--- config.mk ---
export PLATFORM = sky130hd
export DESIGN_NAME = axi_burst_master
export DESIGN_NICKNAME = d
export VERILOG_FILES = /design/src/rtl/axi_burst_master.sv
export SDC_FILE = /design/constraint.sdc
export NUM_CORES = 1
export LEC_CHECK = 0
export ABC_CLOCK_PERIOD_IN_PS = 2830
export BUFFER_PORTS_ARGS = -buffer_cell sky130_fd_sc_hd__buf_2
export CAP_MARGIN = 30
export CELL_PAD_IN_SITES_DETAIL_PLACEMENT = 1
export CELL_PAD_IN_SITES_GLOBAL_PLACEMENT = 2
export CORE_AREA = 2 2 529 531
export DETAILED_ROUTE_END_ITERATION = 8
export DIE_AREA = 0 0 531 533
export HOLD_SLACK_MARGIN = 0.03
export PLACE_DENSITY_LB_ADDON = 0.1
export SLEW_MARGIN = 30
export SYNTH_ARGS = -nofsm -noshare
export SYNTH_HDL_FRONTEND = slang
export SYNTH_SLANG_ARGS = --single-unit
--- constraint.sdc ---
create_clock -name clk -period 2.83 [get_ports clk]
set_input_delay 0.283 -clock clk [delete_from_list [all_inputs] [get_ports clk]]
set_output_delay 0.283 -clock clk [all_outputs]
set_load 0.01 [all_outputs]
--- src/rtl/axi_burst_master.sv ---
// Cache-side AXI4 burst master. It moves one cache line per request: a line fill is one INCR
// read burst, and a writeback is one INCR write burst followed by its B response.
module axi_burst_master #(
  parameter int AXI_ADDR_WIDTH = 64,
  parameter int AXI_DATA_WIDTH = 32,
  parameter int LINE_WIDTH     = 512
) (
  input  logic                          clk,
  input  logic                          arstn,
  input  logic                          i_start_read,
  input  logic                          i_start_write,
  input  logic [AXI_ADDR_WIDTH-1:0]     i_addr,
  input  logic [LINE_WIDTH-1:0]         i_line_wr,
  output logic [LINE_WIDTH-1:0]         o_line_rd,
  output logic                          o_busy,
  output logic                          o_done,
  output logic                          o_error,
  output logic                          AR_VALID,
  input  logic                          AR_READY,
  output logic [AXI_ADDR_WIDTH-1:0]     AR_ADDR,
  output logic [7:0]                    AR_LEN,
  output logic [2:0]                    AR_SIZE,
  output logic [1:0]                    AR_BURST,
  output logic [2:0]                    AR_PROT,
  input  logic [AXI_DATA_WIDTH-1:0]     R_DATA,
  input  logic [1:0]                    R_RESP,
  input  logic                          R_LAST,
  input  logic                          R_VALID,
  output logic                          R_READY,
  output logic                          AW_VALID,
  input  logic                          AW_READY,
  output logic [AXI_ADDR_WIDTH-1:0]     AW_ADDR,
  output logic [7:0]                    AW_LEN,
  output logic [2:0]                    AW_SIZE,
  output logic [1:0]                    AW_BURST,
  output logic [2:0]                    AW_PROT,
  output logic [AXI_DATA_WIDTH-1:0]     W_DATA,
  output logic [AXI_DATA_WIDTH/8-1:0]   W_STRB,
  output logic                          W_LAST,
  output logic                          W_VALID,
  input  logic                          W_READY,
  input  logic [1:0]                    B_RESP,
  input  logic                          B_VALID,
  output logic                          B_READY
);

  localparam int DW    = AXI_DATA_WIDTH;
  localparam int BEATS = LINE_WIDTH / AXI_DATA_WIDTH;
  localparam int IW    = $clog2(BEATS);
  localparam int CW    = $clog2(BEATS) + 1;

  localparam logic [CW-1:0] LAST_BEAT = CW'(BEATS - 1);
  localparam logic [7:0]    BURST_LEN = 8'(BEATS - 1);
  localparam logic [2:0]    BEAT_SIZE = 3'($clog2(AXI_DATA_WIDTH / 8));

  typedef enum logic [2:0] {
    S_IDLE  = 3'd0,
    S_RADDR = 3'd1,
    S_RDATA = 3'd2,
    S_WADDR = 3'd3,
    S_WDATA = 3'd4,
    S_WRESP = 3'd5
  } state_t;

  state_t                  r_state;
  state_t                  w_next_state;
  logic [AXI_ADDR_WIDTH-1:0] r_addr;
  logic [CW-1:0]           r_cnt;
  logic                    r_done;
  logic                    r_error;
  logic [DW-1:0]           r_rbeat [BEATS];
  logic [DW-1:0]           r_wbeat [BEATS];

  logic w_ar_valid;
  logic w_aw_valid;
  logic w_r_ready;
  logic w_w_valid;
  logic w_w_last;
  logic w_b_ready;
  logic w_busy;
  logic w_start_rd;
  logic w_start_wr;
  logic w_r_hs;
  logic w_r_final;
  logic w_r_err;
  logic w_w_hs;
  logic w_b_hs;

  // Handshake qualifiers; a read request wins when both starts arrive together.
  always_comb begin
    w_start_rd = (r_state == S_IDLE) && i_start_read;
    w_start_wr = (r_state == S_IDLE) && !i_start_read && i_start_write;
    w_r_hs     = w_r_ready && R_VALID;
    w_r_final  = w_r_hs && (R_LAST || (r_cnt == LAST_BEAT));
    w_r_err    = (R_RESP != 2'b00) || (R_LAST != (r_cnt == LAST_BEAT));
    w_w_hs     = w_w_valid && W_READY;
    w_b_hs     = w_b_ready && B_VALID;
  end

  // State register.
  always_ff @(posedge clk or negedge arstn) begin
    if (!arstn) begin
      r_state <= S_IDLE;
    end else begin
      r_state <= w_next_state;
    end
  end

  // Next-state logic.
  always_comb begin
    w_next_state = r_state;
    case (r_state)
      S_IDLE: begin
        if (i_start_read) begin
          w_next_state = S_RADDR;
        end else if (i_start_write) begin
          w_next_state = S_WADDR;
        end else begin
          w_next_state = S_IDLE;
        end
      end
      S_RADDR: begin
        if (AR_READY) begin
          w_next_state = S_RDATA;
        end else begin
          w_next_state = S_RADDR;
        end
      end
      S_RDATA: begin
        if (w_r_final) begin
          w_next_state = S_IDLE;
        end else begin
          w_next_state = S_RDATA;
        end
      end
      S_WADDR: begin
        if (AW_READY) begin
          w_next_state = S_WDATA;
        end else begin
          w_next_state = S_WADDR;
        end
      end
      S_WDATA: begin
        if (w_w_hs && w_w_last) begin
          w_next_state = S_WRESP;
        end else begin
          w_next_state = S_WDATA;
        end
      end
      S_WRESP: begin
        if (B_VALID) begin
          w_next_state = S_IDLE;
        end else begin
          w_next_state = S_WRESP;
        end
      end
      default: w_next_state = S_IDLE;
    endcase
  end

  // Output decode. VALID/READY depend only on the registered state, never on a READY input.
  always_comb begin
    w_ar_valid = 1'b0;
    w_aw_valid = 1'b0;
    w_r_ready  = 1'b0;
    w_w_valid  = 1'b0;
    w_w_last   = 1'b0;
    w_b_ready  = 1'b0;
    w_busy     = 1'b1;
    case (r_state)
      S_IDLE:  w_busy     = 1'b0;
      S_RADDR: w_ar_valid = 1'b1;
      S_RDATA: w_r_ready  = 1'b1;
      S_WADDR: w_aw_valid = 1'b1;
      S_WDATA: begin
        w_w_valid = 1'b1;
        w_w_last  = (r_cnt == LAST_BEAT);
      end
      S_WRESP: w_b_ready  = 1'b1;
      default: w_busy     = 1'b0;
    endcase
  end

  // Datapath: address latch, beat counter, line buffers, done pulse and sticky error.
  always_ff @(posedge clk or negedge arstn) begin
    if (!arstn) begin
      r_addr  <= '0;
      r_cnt   <= '0;
      r_done  <= 1'b0;
      r_error <= 1'b0;
      for (int i = 0; i < BEATS; i++) begin
        r_rbeat[i] <= '0;
        r_wbeat[i] <= '0;
      end
    end else begin
      r_done <= w_r_final || w_b_hs;
      if (w_start_rd || w_start_wr) begin
        r_addr  <= i_addr;
        r_cnt   <= '0;
        r_error <= 1'b0;
      end else begin
        if (w_r_hs) begin
          r_rbeat[r_cnt[IW-1:0]] <= R_DATA;
          r_cnt                  <= r_cnt + CW'(1);
          if (w_r_err) begin
            r_error <= 1'b1;
          end
        end
        if (w_w_hs) begin
          r_cnt <= r_cnt + CW'(1);
        end
        if (w_b_hs && (B_RESP != 2'b00)) begin
          r_error <= 1'b1;
        end
      end
      if (w_start_wr) begin
        for (int i = 0; i < BEATS; i++) begin
          r_wbeat[i] <= i_line_wr[i*DW +: DW];
        end
      end
    end
  end

  for (genvar g = 0; g < BEATS; g++) begin : g_line_rd
    assign o_line_rd[g*DW +: DW] = r_rbeat[g];
  end

  assign o_busy   = w_busy;
  assign o_done   = r_done;
  assign o_error  = r_error;

  assign AR_VALID = w_ar_valid;
  assign AR_ADDR  = r_addr;
  assign AR_LEN   = BURST_LEN;
  assign AR_SIZE  = BEAT_SIZE;
  assign AR_BURST = 2'b01;
  assign AR_PROT  = 3'b000;
  assign R_READY  = w_r_ready;

  assign AW_VALID = w_aw_valid;
  assign AW_ADDR  = r_addr;
  assign AW_LEN   = BURST_LEN;
  assign AW_SIZE  = BEAT_SIZE;
  assign AW_BURST = 2'b01;
  assign AW_PROT  = 3'b000;
  assign W_DATA   = r_wbeat[r_cnt[IW-1:0]];
  assign W_STRB   = '1;
  assign W_LAST   = w_w_last;
  assign W_VALID  = w_w_valid;
  assign B_READY  = w_b_ready;

endmodule
# Word level (Yosys, flattened, before mapping)
# Cells that the tools add are included.
op_classes:
  add_sub_neg: 1
  multipliers: 0
  div: 0
  n_lt_le_gt_ge: 2
  eq_ne: 7
  shift: 0
  mux: 28
  bitwise_logic: 2
  n_reduce_logical: 24
op_table:
  columns: ["op", "count"]
  rows:
  - ["512-bit bitwise mux", 1]
  - ["32-bit binary-select mux with 4-bit select", 1]
  - ["32-bit demux with 4-bit select", 1]
  - ["32-bit 2-to-1 mux", 3]
  - ["3-bit case mux with 6 select lines", 1]
  - ["5-bit 2-to-1 mux", 3]
  - ["1-bit 2-to-1 mux", 12]
  - ["1-bit logical AND", 10]
  - ["3-bit nonzero test", 3]
  - ["2-bit 2-to-1 mux", 4]
  - ["3-bit by 2-bit equality test with 1-bit output (second input constant)", 2]
  - ["3-bit equality test (second input constant)", 2]
  - ["3-bit 2-to-1 mux", 2]
  - ["5-bit by 1-bit adder with 5-bit output (second input constant)", 1]
  - ["5-bit by 4-bit equality test with 1-bit output (second input constant)", 1]
  - ["5-bit greater-or-equal comparator (second input constant)", 1]
  - ["5-bit by 1-bit < comparator with 1-bit output (second input constant)", 1]
  - ["4-bit NOT with 5-bit output", 1]
  - ["5-bit OR reduction", 1]
  - ["1-bit logical OR", 4]
  - ["2-bit AND reduction", 2]
  - ["2-bit nonzero test", 2]
  - ["3-bit by 1-bit equality test with 1-bit output (second input constant)", 1]
  - ["3-bit zero test", 1]
  - ["other kinds (3)", 3]
totals:
  register_bits: 1098
  latchBits: 0
  ram_bits: 0
  mem_bits_ro: 0
  input_bits: 622
  output_inout_bits: 717
  wordCells: 101
  n_memories: 0

# Logic depth before layout (Yosys ltp)
logic_depth:
  word_depth: 7
  mapped_depth: 9
  depth_no_buf: 8

# Least setup slack after synthesis
# No wires, ideal clock.
synth_path:
  path_type: "flip-flop to flip-flop"
  startpoint: "register r_cnt[1]"
  endpoint: "register r_rbeat (netlist bit o_line_rd[43])"
  setup_time_ns: 0.125
  arrival_time_ns: 2.065
  t_required_ns: 2.705
  slack_ns: 0.640
  path_stages_with_launch: 10
  path_buffers: 4
  period_less_slack_ns: 2.190
  cell_sequence: "dfrtp_1 clkbuf_1 buf_2 buf_1 inv_1 ha_1 and3_4 nand2_4 buf_6 mux2_4"
synth_between:
  elab_chain_cells: 6
  elab_cells_between_ends: 7
  classes_between: "2 x order compare; 3 x mux; 1 x bitwise; 1 x reduce/logical"
synth_lines:
  columns: ["item", "line", "rtl"]
  rows:
  - ["from (decl)", "68", "logic [CW-1:0] r_cnt;"]
  - ["from (signal assigned)", "204", "r_cnt <= r_cnt + CW'(1);"]
  - ["from (signal assigned)", "210", "r_cnt <= r_cnt + CW'(1);"]
  - ["4-bit NOT with 5-bit output (not written as such) *", "203", "r_rbeat[r_cnt[IW-1:0]] <= R_DATA;"]
  - ["5-bit greater-or-equal comparator (not written as such) / 5-bit by 1-bit < comparator with 1-bit output (equally long branches)", "203", null]
  - ["1-bit logical AND (not written as such)", "203", null]
  - ["32-bit 2-to-1 mux (not written as such)", "203", null]
  - ["32-bit demux with 4-bit select *", "203", null]
  - ["512-bit bitwise mux *", "203", null]
  - ["to (signal, indexed assignment)", "192", "r_rbeat[i] <= '0;"]
  - ["to (signal, indexed assignment)", "203", null]
  - ["to (decl)", "71", "logic [DW-1:0] r_rbeat [BEATS];"]
# Mark *: on every way between the ends. The rest lies on a longest branch, timed or not.
# A chain may end at the register's enable or synchronous reset.

# Worst setup path in the final report
layout_path:
  startpoint: "register r_cnt[0]"
  endpoint: "output port W_DATA[19]"
layout_between:
  elab_chain_cells: 4
layout_lines:
  columns: ["item", "line", "rtl"]
  rows:
  - ["4-bit NOT with 5-bit output (not written as such)", "246", "assign W_DATA = r_wbeat[r_cnt[IW-1:0]];"]
  - ["32-bit binary-select mux with 4-bit select", "246", null]
  - ["32-bit 2-to-1 mux (not written as such) (2 in a row)", "246", null]
  - ["to (decl)", "37", "output logic [AXI_DATA_WIDTH-1:0] W_DATA,"]
# Every way passes these cells. The select of a mux whose other input is x is not followed.

==> metrics.txt <==
hold path startpoint=R_DATA[6]; global route overflow=0; most common cell after layout, fill and taps aside=buf_2; GRT Overall Usage=16.9%; hpwl dp=185,000 um; Slew HR=41.8%; measured slew at the worst slew-check pin=0.873 ns; crit start category=register; Avg Inst Size Synth=15.7 um2; CTS max path bufs=4; DRT Pass-1 Iters=6; fmax=319 MHz; Slew Limit Fails=0; crit path DAT=2.85 ns; register-to-register setup slack=0.21 ns; Power Dens Cells=953 nW/um2; DP Worst Slack=-0.130 ns; Num CTS Buffers=155; Crit path largest cell delay=0.50 ns; total power=66.8 mW; die width=531 um; clock share of power=28.9%; Req. time, crit path=2.55 ns; P_leak=33.7 nW; DRT Wirelength=244,000 um; CP Capture Type=output pin; DR WL/cell=27.6 um; Critical Path Slowest Stage Cell=mux4_2; Synth Warn #=0; Post-synth EDFFs=0; Placer Congestion=0.773; combinational share of power=34.0%; fill count=30,466; Net Sw Power=22.4 mW; Fin Setup TNS=-6.92 ns; switch share=33.6%; fin nets=5,574; CP cell instances=buf_12 > buf_12 > buf_12 > mux4_2 > a22oi_2 > buf_6 > nand2_4 > buf_6; H-tree depth=4; R2R depth=10; most used cell, CP=buf_12; drc violations=0; die span in y=533 um; gate count of the mapped netlist=2,925; cell count of the worst hold path=2; Worst-path clk slew=0.06 ns; vias per inst=3.79; vias=33,519; Clk Latency, worst-skew pair=0.84 ns; P_int=44.4 mW; FF-to-FF Start=r_cnt[0]$_DFFE_PN0P_; initial antenna violation count=172; multi-input logic area=17,100 um2; Period Utilization, post-route=111%; status=complete, but fails checks; Period minus WS final=3.13 ns; final setup fails=32; placed instance count=7,855; PortBufs=1,302; post-route ant nets=0; synthesized area=46,000 um2; Hold Path Class=input port to register; Flop pwr share=37.1%; largest net degree at the start of global routing=100; full die area=283,000 um2; final worst slack=-0.302 ns; CP delay by family, top=buffers and inverters; Cell variety after synth=41; Hold Path End=o_line_rd[230]$_DFFE_PN0P_; Max VDD drop=0.000412 V; 1st-iter DRT viols=981; ranking of synthesized cells by area=dfrtp_1 60%, mux2_2 23%, mux4_2 6.3%, buf_4 2.4%, nand2_1 1.9%; # rows=194; final hold violations=0; crit-path max FO=6; Max Cap Violations=0; critical path depth=8; first-pass GRT wire length=331,000 um; Final Util=25.2%; sequential area share after synthesis=59.7%; RSZ-0062 raised after global routing=yes; Reg area=27,500 um2; violated checks=negative setup slack; ys flop type=dfrtp_1; count of state elements after synthesis=1,098; largest area contributor in the netlist=dfrtp_1; clk_skew=0.0587 ns; final cell count without fillers=8,853; r2r endpoint=o_error$_DFFE_PN0P_; share of the synthesized area in the top cell type=59.7%; initial core utilization=16.6%; CP Buf/Inv Count=5; Root Buffer=clkbuf_16; Fin Hold WS=0.0721 ns; CORE AREA=278,000 um2; share of cells above drive strength 1=58.3%; Async S/R FF share, synth=100%; Clock Sinks=1,098; most frequent cells in the layout=1,270 x buf_2, 1,096 x dfrtp_1, 937 x mux2_2; Final Instance Area=70,100 um2; Area Overhead vs Synth=52.3%; # IOs=1,339; CTS tree=yes; vias in the first global route=36,792; CP Class=register to output pin; Placed Area=57,300 um2
==> state kept, by name, indices dropped and copies added, names as in the netlist <==
| signal | flops |
|---|---|
| AR_ADDR | 64 |
| o_line_rd | 512 |
| r_wbeat | 512 |
| r_state | 3 |
| o_error | 1 |
| o_done | 1 |
| r_cnt | 5 |
==> power groups by stage <==
stage	sequential, mW	clock (mW)	combinational, mW
final	24.8	19.3	22.7
after global routing	25.5	20.8	24.6
after CTS	25.1	20.3	23.2
after detailed placement	25.3	0	20.1
after global placement	25.3	0	19.9
after floorplan	23.5	0	11.7
==> cell usage after synthesis (2+ instances only) <==
library cell  count
buf_6            49
a22oi_1          64
nor3b_1           2
a211oi_1          2
mux2i_1           3
and2_1            2
mux2_1           67
ha_1              6
nand2b_1          3
clkbuf_1         65
nor3_1            2
nand2_4          16
nand3b_1          3
mux4_2          128
and3_4            4
dfrtp_1        1098
nor2b_1           2
mux2_4           20
nand2_1         230
mux2_2          937
a21oi_1           4
buf_4           147
nor2_1            7
buf_2            30
inv_1             7
xnor2_1           2
o21ai_0           2
conb_1            2
buf_1             9
==> routing by layer <==
metal / routed length (um) / track usage (%) / vias up
met2: 120000 / 29.2 / 1095
met1: 97900 / 19.9 / 17369
met5: 719 / 0 / -
li1: - / - / 14544
met3: 20900 / 6.25 / 391
met4: 4650 / 2.91 / 120
==> how the worst max path moves through the flow <==
stage	start	to
2_1_floorplan	r_cnt[1]$_DFFE_PN0P_	o_line_rd[43]$_DFFE_PN0P_
6_report	r_cnt[0]$_DFFE_PN0P_	W_DATA[19]
3_3_place_gp	r_cnt[0]$_DFFE_PN0P_	W_DATA[23]
4_1_cts	r_cnt[0]$_DFFE_PN0P_	W_DATA[19]
3_5_place_dp	r_cnt[0]$_DFFE_PN0P_	W_DATA[23]
5_1_grt	r_cnt[0]$_DFFE_PN0P_	W_DATA[2]
==> cell type report <==
class	instances	area share [%]
flip-flops and latches	1098	39.2
multi-input cells	1554	24.4
repair buffers	2130	22.4
well taps	3724	6.65
clock buffers	231	6.51
clock inverters	35	0.521
diodes	74	0.264
inverters	7	0.0375
==> what timing repair did <==
action / in CTS / in global routing
endpoints found under the hold margin: 1670 / 0
buffers inserted: 34 / 6
gates cloned: 5 / 1
resized for setup: 193 / 36
setup endpoints to repair: 32 / 34
pin swaps: 33 / 25
hold buffers: 617 / 0
==> cell families (layout without fill, tap and decap cells) <==
group | after synthesis | in the layout | share of synthesized area [%]
compound gates | 78 | 78 | 1.24
xor+xnor | 2 | 2 | 0.0381
fa+ha+maj | 6 | 6 | 0.163
buf+inv | 307 | 2403 | 4.58
flops | 1098 | 1098 | 59.7
mux | 1155 | 1155 | 31.5
other cells | 2 | 110 | 0.0163
simple gates | 277 | 277 | 2.74
(Power assumes the default switching activity.)
